$ cat src/rtl/fft_pkg.sv
// Shared types and helpers for the FFT top-N peak finder.
//   peak_entry_t : one ranked list slot (filled flag, magnitude, bin index).
//                  Fields are sized for the widest supported configuration
//                  (W <= MAG_MAX, NBits <= K_MAX); users zero-extend into them.
//   bit_rev      : reverses the low n bits of x (upper bits return zero).
//   drain_state_t: output drain FSM states.
package fft_pkg;

  localparam int MAG_MAX = 64;
  localparam int K_MAX   = 16;

  typedef struct packed {
    logic               filled;
    logic [MAG_MAX-1:0] mag;
    logic [K_MAX-1:0]   k;
  } peak_entry_t;

  localparam peak_entry_t EMPTY_ENTRY = '0;

  typedef enum logic {
    S_IDLE  = 1'b0,
    S_DRAIN = 1'b1
  } drain_state_t;

  function automatic logic [K_MAX-1:0] bit_rev(input logic [K_MAX-1:0] x,
                                               input int unsigned n);
    logic [K_MAX-1:0] r;
    r = '0;
    for (int b = 0; b < K_MAX; b++) begin
      if (b < int'(n)) r[b] = x[int'(n) - 1 - b];
    end
    return r;
  endfunction

endpackage

$ cat src/rtl/fft_topn_sorter.sv
// Single-cycle sorted insert into an NPeaks-deep descending list.
//   clk, reset  : clock, synchronous active-low reset (list emptied)
//   insert_i    : ent_i is a candidate this cycle
//   clear_i     : empty the list after this cycle's insert (window end)
//   ent_i       : candidate entry (filled=1, magnitude, bin)
//   list_o      : post-insert view of the list (this cycle's candidate
//                 already placed), so a window-end copy includes the final
//                 sample without a dead cycle
module fft_topn_sorter
  import fft_pkg::*;
#(
  parameter int W      = 33,
  parameter int NBits  = 10,
  parameter int NPeaks = 4
) (
  input  logic        clk,
  input  logic        reset,
  input  logic        insert_i,
  input  logic        clear_i,
  input  peak_entry_t ent_i,
  output peak_entry_t list_o [NPeaks]
);

  peak_entry_t list_q [NPeaks];
  peak_entry_t list_d [NPeaks];
  peak_entry_t up     [NPeaks];
  peak_entry_t nent;
  logic [NPeaks-1:0] ge;

  // ge[j]: slot j keeps its place (filled and not strictly beaten). Since
  // the list is descending with filled slots first, ge is a run of ones
  // followed by zeros, and the candidate lands at the first zero.
  always_comb begin
    nent        = EMPTY_ENTRY;
    nent.filled = 1'b1;
    nent.mag    = MAG_MAX'(ent_i.mag[W-1:0]);
    nent.k      = K_MAX'(ent_i.k[NBits-1:0]);
    for (int j = 0; j < NPeaks; j++) begin
      ge[j] = list_q[j].filled && (list_q[j].mag[W-1:0] >= nent.mag[W-1:0]);
    end
    // up[j]: what slot j holds when it does not keep its own entry
    up[0] = nent;
    for (int j = 1; j < NPeaks; j++) begin
      up[j] = ge[j-1] ? nent : list_q[j-1];
    end
    for (int j = 0; j < NPeaks; j++) begin
      list_d[j] = (!insert_i || ge[j]) ? list_q[j] : up[j];
    end
  end

  always_ff @(posedge clk) begin
    if (!reset || clear_i) begin
      for (int j = 0; j < NPeaks; j++) list_q[j] <= EMPTY_ENTRY;
    end else begin
      for (int j = 0; j < NPeaks; j++) list_q[j] <= list_d[j];
    end
  end

  assign list_o = list_d;

endmodule

$ cat src/rtl/fft_topn_peaks.sv
// Per-window top-N peak search over a streamed FFT magnitude spectrum.
//   clk, reset          : clock, synchronous active-low reset
//   mag, mag_valid      : magnitude stream, no backpressure, gaps allowed
//   k_lo, k_hi          : inclusive bin search range, latched at window start
//   peak, peak_k        : ranked result entry (unfilled slots read 0/0)
//   peak_rank           : 0 = largest
//   peak_valid/ready    : result handshake, ranks presented 0..NPeaks-1
//   peak_last           : entry is the final rank
//   overrun             : pulse when a completed window result is dropped
module fft_topn_peaks
  import fft_pkg::*;
#(
  parameter int NSamples = 1024,
  parameter int W        = 33,
  parameter int NBits    = $clog2(NSamples),
  parameter int NPeaks   = 4,
  parameter int BitRev   = 1,
  localparam int RW      = $clog2(NPeaks) + 1
) (
  input  logic             clk,
  input  logic             reset,
  input  logic [W-1:0]     mag,
  input  logic             mag_valid,
  input  logic [NBits-1:0] k_lo,
  input  logic [NBits-1:0] k_hi,
  output logic [W-1:0]     peak,
  output logic [NBits-1:0] peak_k,
  output logic [RW-1:0]    peak_rank,
  output logic             peak_valid,
  input  logic             peak_ready,
  output logic             peak_last,
  output logic             overrun
);

  // ---------------- arrival counter and range latch ----------------
  logic [NBits-1:0] i_q, klo_q, khi_q;
  logic [NBits-1:0] klo_eff, khi_eff, k_cur;
  logic [K_MAX-1:0] k_rev;
  logic             first, last, cand, win_done;

  assign first    = (i_q == '0);
  assign last     = (i_q == NBits'(NSamples - 1));
  assign win_done = mag_valid && last;
  assign k_rev    = bit_rev(K_MAX'(i_q), NBits);
  assign k_cur    = (BitRev != 0) ? k_rev[NBits-1:0] : i_q;

  // The first sample of a window sees the live range; later ones the latch.
  assign klo_eff  = first ? k_lo : klo_q;
  assign khi_eff  = first ? k_hi : khi_q;

  // NSamples is a power of two, so k < NSamples/2 is just the top bit clear.
  assign cand     = mag_valid && !k_cur[NBits-1] &&
                    (k_cur >= klo_eff) && (k_cur <= khi_eff);

  always_ff @(posedge clk) begin
    if (!reset) begin
      i_q   <= '0;
      klo_q <= '0;
      khi_q <= '0;
    end else if (mag_valid) begin
      i_q <= last ? '0 : i_q + NBits'(1);
      if (first) begin
        klo_q <= k_lo;
        khi_q <= k_hi;
      end
    end
  end

  // ---------------- sorted search list ----------------
  peak_entry_t ent;
  peak_entry_t srch [NPeaks];

  always_comb begin
    ent        = EMPTY_ENTRY;
    ent.filled = 1'b1;
    ent.mag    = MAG_MAX'(mag);
    ent.k      = K_MAX'(k_cur);
  end

  fft_topn_sorter #(
    .W      (W),
    .NBits  (NBits),
    .NPeaks (NPeaks)
  ) u_sorter (
    .clk      (clk),
    .reset    (reset),
    .insert_i (cand),
    .clear_i  (win_done),
    .ent_i    (ent),
    .list_o   (srch)
  );

  // ---------------- output buffer and drain FSM ----------------
  // The buffer shifts toward slot 0 on each handshake, so the presented
  // entry is always buf_q[0]; after the final rank it has shifted out to
  // empty, which leaves peak/peak_k at zero while idle.
  drain_state_t   state_q;
  peak_entry_t    buf_q [NPeaks];
  logic [RW-1:0]  rank_q;
  logic           valid_q, last_q, ovr_q;
  logic           hs;

  assign hs = valid_q && peak_ready;

  always_ff @(posedge clk) begin
    if (!reset) begin
      state_q <= S_IDLE;
      for (int j = 0; j < NPeaks; j++) buf_q[j] <= EMPTY_ENTRY;
      rank_q  <= '0;
      valid_q <= 1'b0;
      last_q  <= 1'b0;
      ovr_q   <= 1'b0;
    end else begin
      ovr_q <= 1'b0;
      case (state_q)
        S_IDLE: begin
          if (win_done) begin
            for (int j = 0; j < NPeaks; j++) buf_q[j] <= srch[j];
            rank_q  <= '0;
            valid_q <= 1'b1;
            last_q  <= (NPeaks == 1);
            state_q <= S_DRAIN;
          end
        end
        S_DRAIN: begin
          if (hs && last_q) begin
            if (win_done) begin
              // Freed in the very cycle a new window lands: take it.
              for (int j = 0; j < NPeaks; j++) buf_q[j] <= srch[j];
              rank_q  <= '0;
              last_q  <= (NPeaks == 1);
            end else begin
              for (int j = 0; j < NPeaks; j++) buf_q[j] <= EMPTY_ENTRY;
              rank_q  <= '0;
              valid_q <= 1'b0;
              last_q  <= 1'b0;
              state_q <= S_IDLE;
            end
          end else begin
            if (hs) begin
              for (int j = 0; j < NPeaks - 1; j++) buf_q[j] <= buf_q[j+1];
              buf_q[NPeaks-1] <= EMPTY_ENTRY;
              rank_q <= rank_q + RW'(1);
              last_q <= (rank_q == RW'(NPeaks - 2));
            end
            ovr_q <= win_done;
          end
        end
        default: state_q <= S_IDLE;
      endcase
    end
  end

  assign peak       = buf_q[0].mag[W-1:0];
  assign peak_k     = buf_q[0].k[NBits-1:0];
  assign peak_rank  = rank_q;
  assign peak_valid = valid_q;
  assign peak_last  = last_q;
  assign overrun    = ovr_q;

endmodule
$ cat config.mk
export PLATFORM = sky130hd
export DESIGN_NAME = fft_topn_peaks
export DESIGN_NICKNAME = d
export VERILOG_FILES = /design/src/rtl/fft_pkg.sv /design/src/rtl/fft_topn_sorter.sv /design/src/rtl/fft_topn_peaks.sv
export SDC_FILE = /design/constraint.sdc
export NUM_CORES = 1
export LEC_CHECK = 0
export BUFFER_PORTS_ARGS = -buffer_cell sky130_fd_sc_hd__buf_2
export CORE_ASPECT_RATIO = 0.5
export CORE_MARGIN = 2
export CORE_UTILIZATION = 55
export DETAILED_ROUTE_END_ITERATION = 8
export PLACE_DENSITY = 0.85
export SLEW_MARGIN = 20
export SYNTH_ARGS = -nofsm -noshare
export SYNTH_HDL_FRONTEND = slang
export SYNTH_SLANG_ARGS = --single-unit
$ cat constraint.sdc
create_clock -name clk -period 4.4 [get_ports clk]
set_clock_uncertainty 0.15 [all_clocks]
set_input_delay 0.66 -clock clk [delete_from_list [all_inputs] [get_ports clk]]
set_output_delay 0.66 -clock clk [all_outputs]
set_load 0.02 [all_outputs]
==> qor.txt <==
Status = finished clean
Pin count of the biggest net entering global routing = 88
Hold Vio Cnt, Final = 0
Hold EP = u_sorter.list_q[0][26]$_SDFF_PP0_
Sink Count = 385
Clk_lat worst skew = 0.56 ns
Vias in the first global route = 19.60k
Die width = 284.8 um
Vias per Instance = 6.971
RR Endpoint = u_sorter.list_q[2][47]$_SDFF_PP0_
Fmax = 0.2388 GHz
Post-CTS Setup Inserts = 0
Final Cycle Share = 95.17%
CTS Root Cell = clkbuf_16
Comb pwr share = 13.5%
Synth Warn # = 0
# IOs = 106
Switching portion of total power = 27.77%
Hold Crit Start = mag[10]
Antenna Cells = 0
Die area = 0.04113 mm2
Crit path required time = 4.60 ns
Fillers = 3,066
Async set or reset register ratio after synthesis = 0%
Worst-case reg-to-reg path depth = 13
Routability congestion estimate = 0.9319
Hold Path Depth = 3
Worst EP arrival = 4.39 ns
GRT met2 Usage = 51.07%
Initial antenna violation count = 0
First-pass GRT wire length = 107,200 um
Layout cells sized above 1 = 13.92%
Final Instance Area = 0.02416 mm2
Synthesized instance count = 2,360
DRT iter0 DRCs = 2,640
Critical setup path kind = reg2reg
Core area = 0.03886 mm2
CTS tree = done
Worst-path clk slew = 0.07 ns
Int Pwr = 5.988 mW
Post-detailed-route count of antenna-violating nets = 0
Post-synth top cells = dfxtp_1, nand2_1, a21oi_1
Startpoint Class = flop
Wire per inst = 23.43 um
Syn avg cell area = 9.189 um2
Number of max-cap violations = 0
H-tree depth = 2
Initial Util = 55.81%
HP Class = in2reg
Hpwl dp = 42,170 um
Crit Path Max Fanout = 20
Max clock buf depth = 3
Synth Flop Type = dfxtp_1
Final wirelength = 68,490 um
Top post-synthesis cells by area = dfxtp_1, edfxtp_1, ha_1
Fin crit period = 4.188 ns
Yosys top cell by area = dfxtp_1
P per Cell Area = 343.1 mW/mm2
Num rows = 51
IO Port Bufs = 105
Peak supply drop = 0.0002382 V
Seq pwr share = 47.1%
Storage element area = 0.008568 mm2
Setup crit end kind = flop
Fin nets = 2,578
Grt ovf = 0
Total CTS buffers = 37
# DRC = 0
Post-synth net total = 2,573
First drt pass iteration count = 7
Reg-to-Reg Start = i_q[0]$_SDFFE_PN0P_
Most frequent cell after synthesis = dfxtp_1
Leakage = 9.181 nW
Worst slew margin = 13.83%
Total track usage = 32.40%
Post-route setup TNS = 0 ns
GRT met3 Usage = 6.924%
Die height = 144.4 um
Multi-input logic area = 0.01198 mm2
Number of synthesized flops with an enable pin = 86
RSZ-0062 raised after global routing = no
Register area share after synthesis = 39.51%
Post-synthesis cell type count = 64
Number of synthesized register bits = 385
Global routing usage on met1 = 42.71%
Cell area after synthesis = 0.02169 mm2
Worst-margin pin slew = 1.291 ns
Yosys top cell area share = 27.60%
GRT Max-Usage Layer = met2
# setup viols final = 0
Clk pwr share = 39.4%
Net Sw Power = 2.302 mW
Max Slew Vio Count = 0
R2R setup slack = 0.21 ns
Layout area overhead = 11.41%
Via count = 20.38k
Cell Area, Placed = 0.02292 mm2
flip-flops by register name (all words and copies together), names as in the netlist, named ones only:
signal	count
klo_q	10
state_q	1
khi_q	10
buf_q	172
i_q	10
peak_last	1
overrun	1
peak_rank	3
peak_valid	1
u_sorter.list_q	173
what timing repair did:
| item | 4_1_cts | 5_1_grt |
|---|---|---|
| setup endpoints to repair | 0 | 25 |
| hold buffers | 0 | 0 |
| gates resized for setup | 0 | 10 |
worst max-delay path, stage by stage, from the launching register on:
cell and delay, ns:
dfxtp_1 0.33, inv_1 0.08, ha_1 0.21, nand4b_1 0.14, buf_12 0.20, mux2i_1 0.29
ha_1 0.31, a2111oi_0 0.40, o21ai_0 0.16, o2111ai_1 0.10, a22oi_1 0.16, a31o_4 0.29
nor2_2 0.97, a211oi_1 0.17
layout by cell type (no fill, tap or decap), drive strengths merged, types with 4 or more instances in the layout:
| cell | count |
|---|---|
| dfxtp | 299 |
| nand2 | 230 |
| a21oi | 219 |
| o211ai | 219 |
| buf | 190 |
| ha | 156 |
| a211oi | 111 |
| mux2i | 107 |
| nand3 | 97 |
| inv | 93 |
| edfxtp | 86 |
| a2111oi | 86 |
| nor2 | 71 |
| o21ai | 69 |
| nor3 | 57 |
| nand4 | 56 |
| clkbuf | 55 |
| o31ai | 45 |
| a22o | 44 |
| a21o | 20 |
| nand2b | 8 |
| a31oi | 8 |
| nor4 | 6 |
| a221oi | 6 |
| and3 | 5 |
| xnor2 | 5 |
| clkinv | 5 |
| and4 | 4 |
| xor2 | 4 |
power groups by stage:
stage	sequential, mW	clock, mW	combinational [mW]
3_5_place_dp	3.97	0	1.07
2_1_floorplan	3.96	0	0.702
6_report	3.91	3.27	1.12
3_3_place_gp	3.97	0	1.03
4_1_cts	3.90	3.25	1.08
5_1_grt	3.92	3.39	1.22
kinds of logic after synthesis:
| kind of cell | synth area share [%] |
|---|---|
| muxes | 5.094 |
| xor gates and xnor gates | 0.3634 |
| AOI/OAI and AO/OA | 28.34 |
| adders and majority gates | 9.000 |
| buffers and inverters | 6.121 |
| DFF | 39.51 |
| and+or+nand+nor | 11.57 |
cell type report:
type / instances / share of cell area, %
Timing Repair Buffer: 190 / 5.904
Inverter: 91 / 1.414
Tap cell: 530 / 2.745
Clock inverter: 12 / 0.5904
Sequential cell: 385 / 35.46
Multi-Input combinational cell: 1660 / 49.56
Clock buffer: 55 / 4.319
metrics by stage:
step / setup WS [ns] / std cells / utilization (%) / total power [mW] / hold WS (ns)
after floorplan: 0.3192 / 2360 / - / 4.661 / 0.2755
after global routing: 0.004398 / 2923 / 62.17 / 8.533 / 0.2717
after CTS: 0.1566 / 2922 / 62.02 / 8.229 / 0.2581
after global placement: 0.3125 / 2855 / 58.97 / 5.003 / 0.2871
final: 0.2124 / 2923 / 62.17 / 8.290 / 0.2628
after detailed placement: 0.1869 / 2855 / 58.97 / 5.043 / 0.2923
per-layer routing:
layer | wire length, um | vias to the layer above
li1 | - | 9038
met1 | 27060 | 9659
met2 | 30070 | 1442
met3 | 8470 | 238
met4 | 2890 | 0
met5 | 0 | -
how the worst max path moves through the flow:
stage | start | endpoint | cells after the start
floorplan | i_q[1]$_SDFFE_PN0P_ | buf_q[0][0]$_DFFE_PP_ | 16
global placement | i_q[7]$_SDFFE_PN0P_ | u_sorter.list_q[2][24]$_SDFF_PP0_ | 13
detailed placement | i_q[7]$_SDFFE_PN0P_ | u_sorter.list_q[2][24]$_SDFF_PP0_ | 13
CTS | i_q[0]$_SDFFE_PN0P_ | u_sorter.list_q[2][24]$_SDFF_PP0_ | 14
global route | i_q[7]$_SDFFE_PN0P_ | buf_q[3][40]$_SDFFE_PP0P_ | 14
finish | i_q[0]$_SDFFE_PN0P_ | u_sorter.list_q[2][47]$_SDFF_PP0_ | 13
Power figures use the tool's default switching activity.
